File: src/rtl/program_loader_if.sv
// program_loader_if: byte stream handshake plus instruction-memory write port.
// slave is the loader side; master is the host/memory side.
interface program_loader_if #(
    parameter int DATA_WIDTH = 32,
    parameter int ADDR_WIDTH = 32,
    parameter int BYTE_WIDTH = 8
);
    logic [BYTE_WIDTH-1:0] byte_in;
    logic                  byte_valid;
    logic                  byte_ready;
    logic [ADDR_WIDTH-1:0] wr_addr;
    logic [DATA_WIDTH-1:0] wr_data;
    logic                  wr_en;

    modport master (
        output byte_in, byte_valid,
        input  byte_ready, wr_addr, wr_data, wr_en
    );

    modport slave (
        input  byte_in, byte_valid,
        output byte_ready, wr_addr, wr_data, wr_en
    );
endinterface

File: src/rtl/program_loader.sv
// program_loader: assembles a little-endian byte stream into instruction
// words, writes them from word 0 and holds the core until the image is in.
module program_loader #(
    parameter int DATA_WIDTH = 32,
    parameter int ADDR_WIDTH = 32,
    parameter int BYTE_WIDTH = 8,
    parameter int MEM_DEPTH  = 256
) (
    input  logic            clk,
    input  logic            rst,
    input  logic            start,
    program_loader_if.slave bus,
    output logic            cpu_hold,
    output logic            done,
    output logic            error,
    output logic [15:0]     words_loaded
);
    localparam logic [2:0] IDLE   = 3'd0;
    localparam logic [2:0] LEN_LO = 3'd1;
    localparam logic [2:0] LEN_HI = 3'd2;
    localparam logic [2:0] BYTE   = 3'd3;
    localparam logic [2:0] WRITE  = 3'd4;
    localparam logic [2:0] DONE   = 3'd5;
    localparam logic [2:0] ERR    = 3'd6;

    localparam logic [16:0] DEPTH = 17'(MEM_DEPTH);

    logic [2:0]            state;
    logic [15:0]           len;
    logic [1:0]            byte_idx;
    logic [DATA_WIDTH-1:0] word;
    logic [DATA_WIDTH-1:0] word_next;
    logic [ADDR_WIDTH-1:0] addr_q;
    logic [DATA_WIDTH-1:0] data_q;
    logic [15:0]           n_full;
    logic [15:0]           wl_inc;
    logic                  xfer;

    assign bus.byte_ready = (state == LEN_LO) || (state == LEN_HI)
                         || (state == BYTE);
    assign bus.wr_en      = (state == WRITE);
    assign bus.wr_addr    = addr_q;
    assign bus.wr_data    = data_q;

    assign done     = (state == DONE);
    assign error    = (state == ERR);
    assign cpu_hold = (state != DONE);

    assign xfer   = bus.byte_valid && bus.byte_ready;
    assign n_full = {bus.byte_in[7:0], len[7:0]};
    assign wl_inc = words_loaded + 16'd1;

    always_comb begin
        word_next = word;
        word_next[byte_idx*BYTE_WIDTH +: BYTE_WIDTH] = bus.byte_in;
    end

    always_ff @(posedge clk) begin
        if (rst) begin
            state        <= IDLE;
            len          <= '0;
            byte_idx     <= '0;
            word         <= '0;
            words_loaded <= '0;
            addr_q       <= '0;
            data_q       <= '0;
        end else begin
            case (state)
                IDLE, DONE, ERR: begin
                    if (start) begin
                        state        <= LEN_LO;
                        words_loaded <= '0;
                    end
                end
                LEN_LO: begin
                    if (xfer) begin
                        len[7:0] <= bus.byte_in[7:0];
                        state    <= LEN_HI;
                    end
                end
                LEN_HI: begin
                    if (xfer) begin
                        len[15:8] <= bus.byte_in[7:0];
                        byte_idx  <= '0;
                        if (n_full == 16'd0)
                            state <= DONE;
                        else if ({1'b0, n_full} > DEPTH)
                            state <= ERR;
                        else
                            state <= BYTE;
                    end
                end
                BYTE: begin
                    if (xfer) begin
                        word     <= word_next;
                        byte_idx <= byte_idx + 2'd1;
                        // Latch the full word and its address for the write cycle
                        if (byte_idx == 2'd3) begin
                            data_q <= word_next;
                            addr_q <= ADDR_WIDTH'({words_loaded, 2'b00});
                            state  <= WRITE;
                        end
                    end
                end
                WRITE: begin
                    words_loaded <= wl_inc;
                    state        <= (wl_inc == len) ? DONE : BYTE;
                end
                default: state <= IDLE;
            endcase
        end
    end
endmodule
File: src/flat_wrapper.sv
// flat-port wrapper written by rule: the top's interface ports become plain ports
module program_loader_flat 
#(
    parameter int DATA_WIDTH = 32,
    parameter int ADDR_WIDTH = 32,
    parameter int BYTE_WIDTH = 8,
    parameter int MEM_DEPTH  = 256
)
  (clk, rst, start, cpu_hold, done, error, words_loaded, bus_byte_in, bus_byte_valid, bus_byte_ready, bus_wr_addr, bus_wr_data, bus_wr_en);
  program_loader_if #(.DATA_WIDTH(DATA_WIDTH), .ADDR_WIDTH(ADDR_WIDTH), .BYTE_WIDTH(BYTE_WIDTH)) bus_i ();
  input  logic clk;
  input  logic rst;
  input  logic start;
  output logic cpu_hold;
  output logic done;
  output logic error;
  output logic [15:0] words_loaded;
  input wire logic [$bits(bus_i.byte_in)-1:0] bus_byte_in;
  input wire logic [$bits(bus_i.byte_valid)-1:0] bus_byte_valid;
  output wire logic [$bits(bus_i.byte_ready)-1:0] bus_byte_ready;
  output wire logic [$bits(bus_i.wr_addr)-1:0] bus_wr_addr;
  output wire logic [$bits(bus_i.wr_data)-1:0] bus_wr_data;
  output wire logic [$bits(bus_i.wr_en)-1:0] bus_wr_en;
  assign bus_i.byte_in = bus_byte_in;
  assign bus_i.byte_valid = bus_byte_valid;
  assign bus_byte_ready = bus_i.byte_ready;
  assign bus_wr_addr = bus_i.wr_addr;
  assign bus_wr_data = bus_i.wr_data;
  assign bus_wr_en = bus_i.wr_en;
  program_loader #(.DATA_WIDTH(DATA_WIDTH), .ADDR_WIDTH(ADDR_WIDTH), .BYTE_WIDTH(BYTE_WIDTH), .MEM_DEPTH(MEM_DEPTH)) u_core (.clk(clk), .rst(rst), .start(start), .bus(bus_i), .cpu_hold(cpu_hold), .done(done), .error(error), .words_loaded(words_loaded));
endmodule
File: config.mk
export PLATFORM = sky130hd
export DESIGN_NAME = program_loader_flat
export DESIGN_NICKNAME = d
export VERILOG_FILES = /design/src/rtl/program_loader_if.sv /design/src/rtl/program_loader.sv /design/src/flat_wrapper.sv
export SDC_FILE = /design/constraint.sdc
export NUM_CORES = 1
export LEC_CHECK = 0
export BUFFER_PORTS_ARGS = -buffer_cell sky130_fd_sc_hd__buf_2
export CAP_MARGIN = 20
export CORE_UTILIZATION = 45
export CTS_CLUSTER_SIZE = 25
export DETAILED_ROUTE_END_ITERATION = 16
export GPL_TIMING_DRIVEN = 1
export PLACE_DENSITY = 0.75
export SLEW_MARGIN = 20
export SYNTH_ARGS = -nofsm -noshare
export SYNTH_HDL_FRONTEND = slang
export SYNTH_SLANG_ARGS = --single-unit
File: constraint.sdc
create_clock -name clk -period 2.72 [get_ports clk]
set_input_delay 0 -clock clk [delete_from_list [all_inputs] [get_ports clk]]
set_output_delay 0 -clock clk [all_outputs]
set_load 0.02 [all_outputs]
==> results of run 1 <==
worst max-delay path by stage:
stage	startpoint	to	cells past startpoint
detailed placement	u_core.state[1]	u_core.bus.wr_addr[13]	7
floorplan	u_core.words_loaded[0]	u_core.state[1]	8
global placement	u_core.words_loaded[0]	u_core.state[1]	7
global route	u_core.words_loaded[0]	u_core.state[1]	7
finish	u_core.words_loaded[0]	u_core.state[1]	7
CTS	u_core.state[1]	u_core.bus.wr_addr[13]	7
stage by stage:
| stage | hold slack [ns] | worst slack (ns) | total power [uW] | utilization | instance area (sq um) |
|---|---|---|---|---|---|
| 6_report | 0.01533 | 0.2880 | 4742 | 0.5505 | 6613 |
| 5_1_grt | 0.02438 | 0.009502 | 4930 | 0.5505 | 6613 |
| 4_1_cts | 0.005435 | 0.2139 | 4756 | 0.5503 | 6610 |
| 3_5_place_dp | 0.3538 | 0.2929 | 2591 | 0.4948 | 5943 |
| 3_3_place_gp | 0.3490 | 0.4156 | 2559 | 0.4948 | 5943 |
| 2_1_floorplan | 0.1360 | 0.5628 | 2423 | - | 5579 |
cell type report:
| type | instances | area, sq um | share of cell area |
|---|---|---|---|
| Inverter | 7 | 26.28 | 0.003974 |
| Clock inverter | 9 | 102.6 | 0.01552 |
| Sequential cell | 117 | 2342 | 0.3542 |
| Clock buffer | 22 | 474.2 | 0.07171 |
| Multi-Input combinational cell | 498 | 2873 | 0.4344 |
| Timing Repair Buffer | 103 | 610.6 | 0.09234 |
| Tap cell | 147 | 183.9 | 0.02781 |
synth_stat cells, drive strengths merged, types with 2 or more instances:
cell and count:
o21ai 15, a22oi 2, a211oi 66, o31ai 3, a311oi 4, xnor2 14, nor2b 34, a21oi 72
nand3 9, nor3 10, and3 3, nor4 9, o32ai 2, clkbuf 23, inv 7, xor2 10
dfxtp 117, buf 44, mux2i 9, nand2b 6, nand2 73, a31oi 6, nor2 101, o21a 2
nand4 8, ha 7, and2 3
cells in the final DEF (no fill, tap or decap), types with 7 or more instances in the layout:
master / count
dfxtp_1: 117
nor2_1: 100
buf_2: 79
nand2_1: 72
a21oi_1: 72
a211oi_1: 66
nor2b_1: 34
clkbuf_16: 17
conb_1: 16
o21ai_0: 15
xnor2_1: 14
buf_4: 14
xor2_1: 10
nor3_1: 9
mux2i_1: 9
dlygate4sd3_1: 9
nor4_1: 8
inv_1: 7
nand3_1: 7
ha_1: 7
per-layer routing:
metal  GRT usage  wire length (um)  part of all wire
met5           0                 0                 0
met4     0.09956               321             0.023
met3     0.04821               802             0.057
met2      0.3872              6890              0.49
met1      0.2844              6160              0.43
registers in the layout, indices dropped and copies added (netlist names):
register and count:
u_core.len 16, u_core.bus.wr_data 32, u_core.words_loaded 16, u_core.word 32, u_core.bus.wr_addr 16, u_core.state 3, u_core.byte_idx 2
power groups by stage:
stage | clock (uW) | sequential (uW) | combinational, uW
detailed placement | 0 | 1900 | 693
CTS | 2180 | 1860 | 709
global route | 2270 | 1880 | 786
global placement | 0 | 1890 | 669
finish | 2160 | 1870 | 715
floorplan | 0 | 1860 | 568
kinds of logic after synthesis:
logic type / Yosys count / synth area share
buffers and inverters: 74 / 0.06683
other: 1 / 0.0006790
DFF: 117 / 0.4241
AOI/OAI and AO/OA: 178 / 0.2062
muxes: 10 / 0.01835
and+or+nand+nor: 263 / 0.2300
xor gates and xnor gates: 24 / 0.03806
adders and majority gates: 7 / 0.01586
worst reg2reg max path, delay by kind of cell, from the launching register on:
family	cells	cell delay (ns)
DFF	1	0.49
adders and majority gates	1	0.28
AOI/OAI and AO/OA	1	0.34
and+or+nand+nor	4	1.05
xor gates and xnor gates	1	0.17
timing repair:
item                       4_1_cts  5_1_grt
hold buffers                     9        0
setup endpoints to repair        0       13
setup buffers                    0        0
hold endpoints to repair        10        0
gates resized for setup          0        1
==> parameters.txt, run 1 <==
Parameter                              Value

Outcome
  Run status ... completed

STA
  Worst-Margin Slew ... 0.6342 ns
  Number of endpoints with negative hold slack in the final report ... 0
  Final-report max-slew violation count ... 0
  Worst slew margin ... 0.5772
  Final setup violation count ... 0
  Setup skew after layout ... 0.008854 ns
  Shortest clock period the worst path allows after layout ... 2.432 ns
  Unrepaired setup endpoints after global routing ... false
  Maximum clock frequency ... 411.2 MHz
  Post-route clock period utilization ... 0.8941
  Aggregate negative setup slack ... 0 ns

Floorplanning
  Number of rows in the core area ... 40
  Number of I/O pins ... 97
  Die H ... 112.8 um
  Overall die width ... 112.8 um
  Effective utilization at floorplan ... 0.4598
  Die area ... 12720 sq um
  Core footprint ... 12010 sq um

Yosys
  Sequential share of the synthesized area ... 0.4241
  Warnings, synthesis ... 0
  Async S/R FF share, synth ... 0
  Mapped cell area ... 5523 sq um
  Synthesized flop and latch total ... 117
  Post-Synthesis Cells ... 674
  Library cells used by synthesis ... 52
  Top cells by area in the synthesized netlist ... dfxtp_1 42%, a211oi_1 9.0%, nor2_1 6.8%
  Library cell with the largest summed area after synthesis ... dfxtp_1
  Per-instance average area after synthesis ... 8.194 sq um
  Fraction of synthesized cell area taken by the top area cell type ... 0.4241
  Most instantiated flip-flop cell in the synthesis netlist ... dfxtp_1
  EDFF count, synth ... 0

GRT
  Vias in the first global route ... 4762
  Global-route wire length before repair ... 23.30 mm
  Overflow left after global routing ... 0
  Maximum number of pins on one net before global-route repair ... 69
  Antenna violations before repair ... 0
  Total Routing Usage GR ... 0.2299

Pwr
  Fraction of power consumed by sequential logic ... 0.394
  Comb pwr share ... 0.151
  Internal power of the cells ... 3459 uW
  Largest voltage drop on the vdd net ... 0.0006091 V
  Leakage power summed over all cells ... 0.002565 uW
  Power density normalized to cell area ... 717.2 nW/um^2
  Switching share of total power ... 0.2706
  Sw power ... 1283 uW
  Clock share of power ... 0.455

Placed design
  HPWL after DPL ... 9.424 mm
  Placer Congestion ... 0.9311
  Cells after DPL ... 863
  Count of buffers inserted at the top-level ports ... 80

Clocking
  Clock latency of the later-clocked register in the worst-skew pair ... 0.41 ns
  Buffer type at the clock tree root ... clkbuf_16
  Maximum level of the CTS H-tree ... 4
  TritonCTS clock tree ... built
  Bufs on Longest Clock Path ... 2
  Sink Count ... 117
  Register clock-pin slew on the reported worst setup and hold paths ... 0.05 ns
  Total CTS buffers ... 17

Detailed routing
  Antenna violation net count after detailed routing ... 0
  Post-detailed-route DRC marker count ... 0
  Number of violations reported at the end of detailed-routing iteration 0 ... 380
  Mean number of vias per cell ... 5.698
  Total wirelength of the detailed-routed design ... 14.17 mm
  Vias post-DR ... 5145
  Avg WL per Cell ... 15.70 um
  Number of detailed-routing iterations run before antenna repair ... 5

Critical path
  Endpoint of the worst-slack reg-to-reg timing path ... u_core.state[1]
  Internal reg-to-reg setup slack ... 0.29 ns
  Slowest cell on crit path ... dfxtp_1
  Data required time at the worst endpoint ... 3.01 ns
  Cell type group with the largest total delay on the critical path ... simple AND/OR/NAND/NOR gates
  Kind of critical path ... register to register
  Number of cells traversed by the worst register-to-register path ... 7
  Kind of capture point of the worst setup path ... register
  Peak per-stage delay on the critical path ... 0.49 ns
  Critical Path Fanout Max ... 8
  Critical path launch point type ... register
  Crit path buffers/inverters ... 0
  CP Data Arrival Time ... 2.73 ns
  Worst r2r src ... u_core.words_loaded[0]
  List of cells traversed by the critical path ... ha_1 > and2_0 > nand3_2 > xnor2_1 > nor4_1 > nand4_1 > o31a_1

Hold path
  Path category of the worst min-delay check ... input port to register
  Hold Crit Start ... rst
  Hold depth ... 2
  Worst hold path endpoint ... u_core.words_loaded[5]

Final layout
  Fraction of final layout cells with drive strength greater than 1 ... 0.1839
  Antenna Diode Count ... 0
  Net total in the final layout ... 763
  Number of standard cells in the final layout excluding fillers ... 903
  Fillers ... 1095
  Relative area change from synthesis to final layout ... 19.73%

Run
  Max_cap viols ... 0
(Power assumes the default switching activity.)
==> run 2, diff against run 1 <==
--- a/config.mk
+++ b/config.mk
@@ -8,6 +8,7 @@
 export BUFFER_PORTS_ARGS = -buffer_cell sky130_fd_sc_hd__buf_2
 export CAP_MARGIN = 20
 export CORE_UTILIZATION = 45
+export CTS_BUF_LIST = sky130_fd_sc_hd__clkbuf_2
 export CTS_CLUSTER_SIZE = 25
 export DETAILED_ROUTE_END_ITERATION = 16
 export GPL_TIMING_DRIVEN = 1
==> parameters.txt, run 2 (synthesis results as in run 1) <==
Parameter                              Value

Critical path
  Critical Path Fanout Max ... 12
  Peak per-stage delay on the critical path ... 0.59 ns
  Data required time at the worst endpoint ... 3.31 ns
  Kind of critical path ... register to register
  Kind of capture point of the worst setup path ... register
  Number of cells traversed by the worst register-to-register path ... 8
  Most Frequent Cell on Critical Path ... nand2_1
  CP Data Arrival Time ... 3.09 ns
  Slowest cell on crit path ... dfxtp_1
  Cell type group with the largest total delay on the critical path ... buffers and inverters
  Crit path buffers/inverters ... 3
  List of cells traversed by the critical path ... inv_1 > nor2_2 > buf_4 > nand2_1 > nor2_1 > nand2_1 > dlygate4sd3_1 > a21oi_1
  Critical path launch point type ... register
  Logic depth of the worst path, buffers included ... 8

GRT
  Antenna violations before repair ... 0
  Maximum number of pins on one net before global-route repair ... 69
  Total Routing Usage GR ... 0.2231
  Overflow left after global routing ... 0
  Vias in the first global route ... 4654
  Global-route wire length before repair ... 22.80 mm

Detailed routing
  Total wirelength of the detailed-routed design ... 13.70 mm
  Vias post-DR ... 5070
  Post-detailed-route DRC marker count ... 0
  Antenna violation net count after detailed routing ... 0
  Mean number of vias per cell ... 5.578
  Avg WL per Cell ... 15.07 um
  Number of detailed-routing iterations run before antenna repair ... 7
  Number of violations reported at the end of detailed-routing iteration 0 ... 332

Pwr
  Power density normalized to cell area ... 574.1 nW/um^2
  Pwr Total ... 3620 uW
  Leakage power summed over all cells ... 0.002435 uW
  Largest voltage drop on the vdd net ... 0.0003555 V

Final layout
  Number of standard cells in the final layout excluding fillers ... 909
  Relative area change from synthesis to final layout ... 14.16%
  Fraction of final layout cells with drive strength greater than 1 ... 0.1811
  Most frequent cells in the layout ... 117 x dfxtp_1, 100 x nor2_1, 79 x buf_2
  Fillers ... 1161
  Layout Cell Area excl Fill ... 6305 sq um
  Net total in the final layout ... 769
  Most common cell after layout, fill and taps aside ... dfxtp_1
  Antenna Diode Count ... 0

Floorplanning
  Effective utilization at floorplan ... 0.4598
  Number of rows in the core area ... 40
  Overall die width ... 112.8 um
  Die H ... 112.8 um
  Number of I/O pins ... 97
  Core footprint ... 12010 sq um
  Die area ... 12720 sq um

STA
  Final-report max-slew violation count ... 0
  Aggregate negative setup slack ... 0 ns
  Unrepaired setup endpoints after global routing ... false
  Number of endpoints with negative hold slack in the final report ... 0
  Worst slew margin ... 0.5787
  Shortest clock period the worst path allows after layout ... 2.497 ns
  Post-route clock period utilization ... 0.9180
  Final setup violation count ... 0
  Setup skew after layout ... 0.03243 ns
  Worst-Margin Slew ... 0.6319 ns
  Maximum clock frequency ... 400.5 MHz

Placed design
  Placer Congestion ... 0.9311
  HPWL after DPL ... 9.424 mm
  Count of buffers inserted at the top-level ports ... 80
  Cells after DPL ... 863
  Dpl cell area ... 5943 sq um

Clocking
  TritonCTS clock tree ... built
  Sink Count ... 117
  Register clock-pin slew on the reported worst setup and hold paths ... 0.18 ns
  Total CTS buffers ... 17
  Buffer type at the clock tree root ... clkbuf_2
  Bufs on Longest Clock Path ... 2
  Clock latency of the later-clocked register in the worst-skew pair ... 0.66 ns
  Maximum level of the CTS H-tree ... 4

Hold path
  Path category of the worst min-delay check ... input port to register
  Hold depth ... 4

Run
  Max_cap viols ... 0

Outcome
  Run status ... completed
-- run 2: changes by cell type in the layout (fill, tap and decap cells not counted) --
cell,previous run,this run
dlygate4sd3_1,9,15
clkbuf_8,3,0
clkbuf_2,0,19
clkbuf_1,2,0
clkbuf_16,17,0
clkinv_1,0,3
-- run 2: power by group --
group	internal, uW	total [uW]	switching [uW]
logic	274	717	443
clock network	406	1040	633
registers	1780	1860	80.6
total	2460	3620	1160
-- run 2: worst paths after layout --
path                            slack, ns             startpoint                    end
worst min-delay path                 0.26         bus_byte_in[5]         u_core.len[13]
worst max register to register       0.22        u_core.state[1]         u_core.len[11]
worst max-delay path                 0.22        u_core.state[1]         u_core.len[11]
worst min register to register       0.46  u_core.bus.wr_addr[7]  u_core.bus.wr_addr[7]
-- run 2: area by class of cell --
type                    count  area (sq um)  share of cell area
multi-input cells         498          2873              0.4556
flip-flops and latches    117          2342              0.3715
repair buffers            109         670.6              0.1064
well taps                 147         183.9             0.02917
clock inverters            12         113.9             0.01806
clock buffers              19         95.09             0.01508
inverters                   7         26.28            0.004167
-- run 2: repair_timing --
action	4_1_cts	5_1_grt
hold buffers	15	0
setup endpoints to repair	0	12
buffers inserted	0	0
hold endpoints to repair	104	0
resized for setup	0	1
-- run 2: layer usage --
metal,routed length [um],up-vias,track usage
li1,-,2478,-
met1,6066,2403,0.2830
met2,6566,162,0.3675
met3,706,27,0.04392
met4,356,0,0.1004
met5,0,-,0
-- run 2: stage by stage --
stage / setup slack (ns) / utilization / hold WS (ns)
2_1_floorplan: 0.5628 / - / 0.1360
3_3_place_gp: 0.4156 / 0.4948 / 0.3490
3_5_place_dp: 0.2929 / 0.4948 / 0.3538
4_1_cts: 0.2231 / 0.5247 / 0.2162
5_1_grt: 0.008431 / 0.5249 / 0.2185
6_report: 0.2231 / 0.5249 / 0.2591
-- run 2: worst min-delay path: cells and delay by family --
family	cells	cell delay (ns)
buffers and inverters	2	0.72
AND/OR/NAND/NOR	1	0.08
AO/OA/AOI/OAI	1	0.05
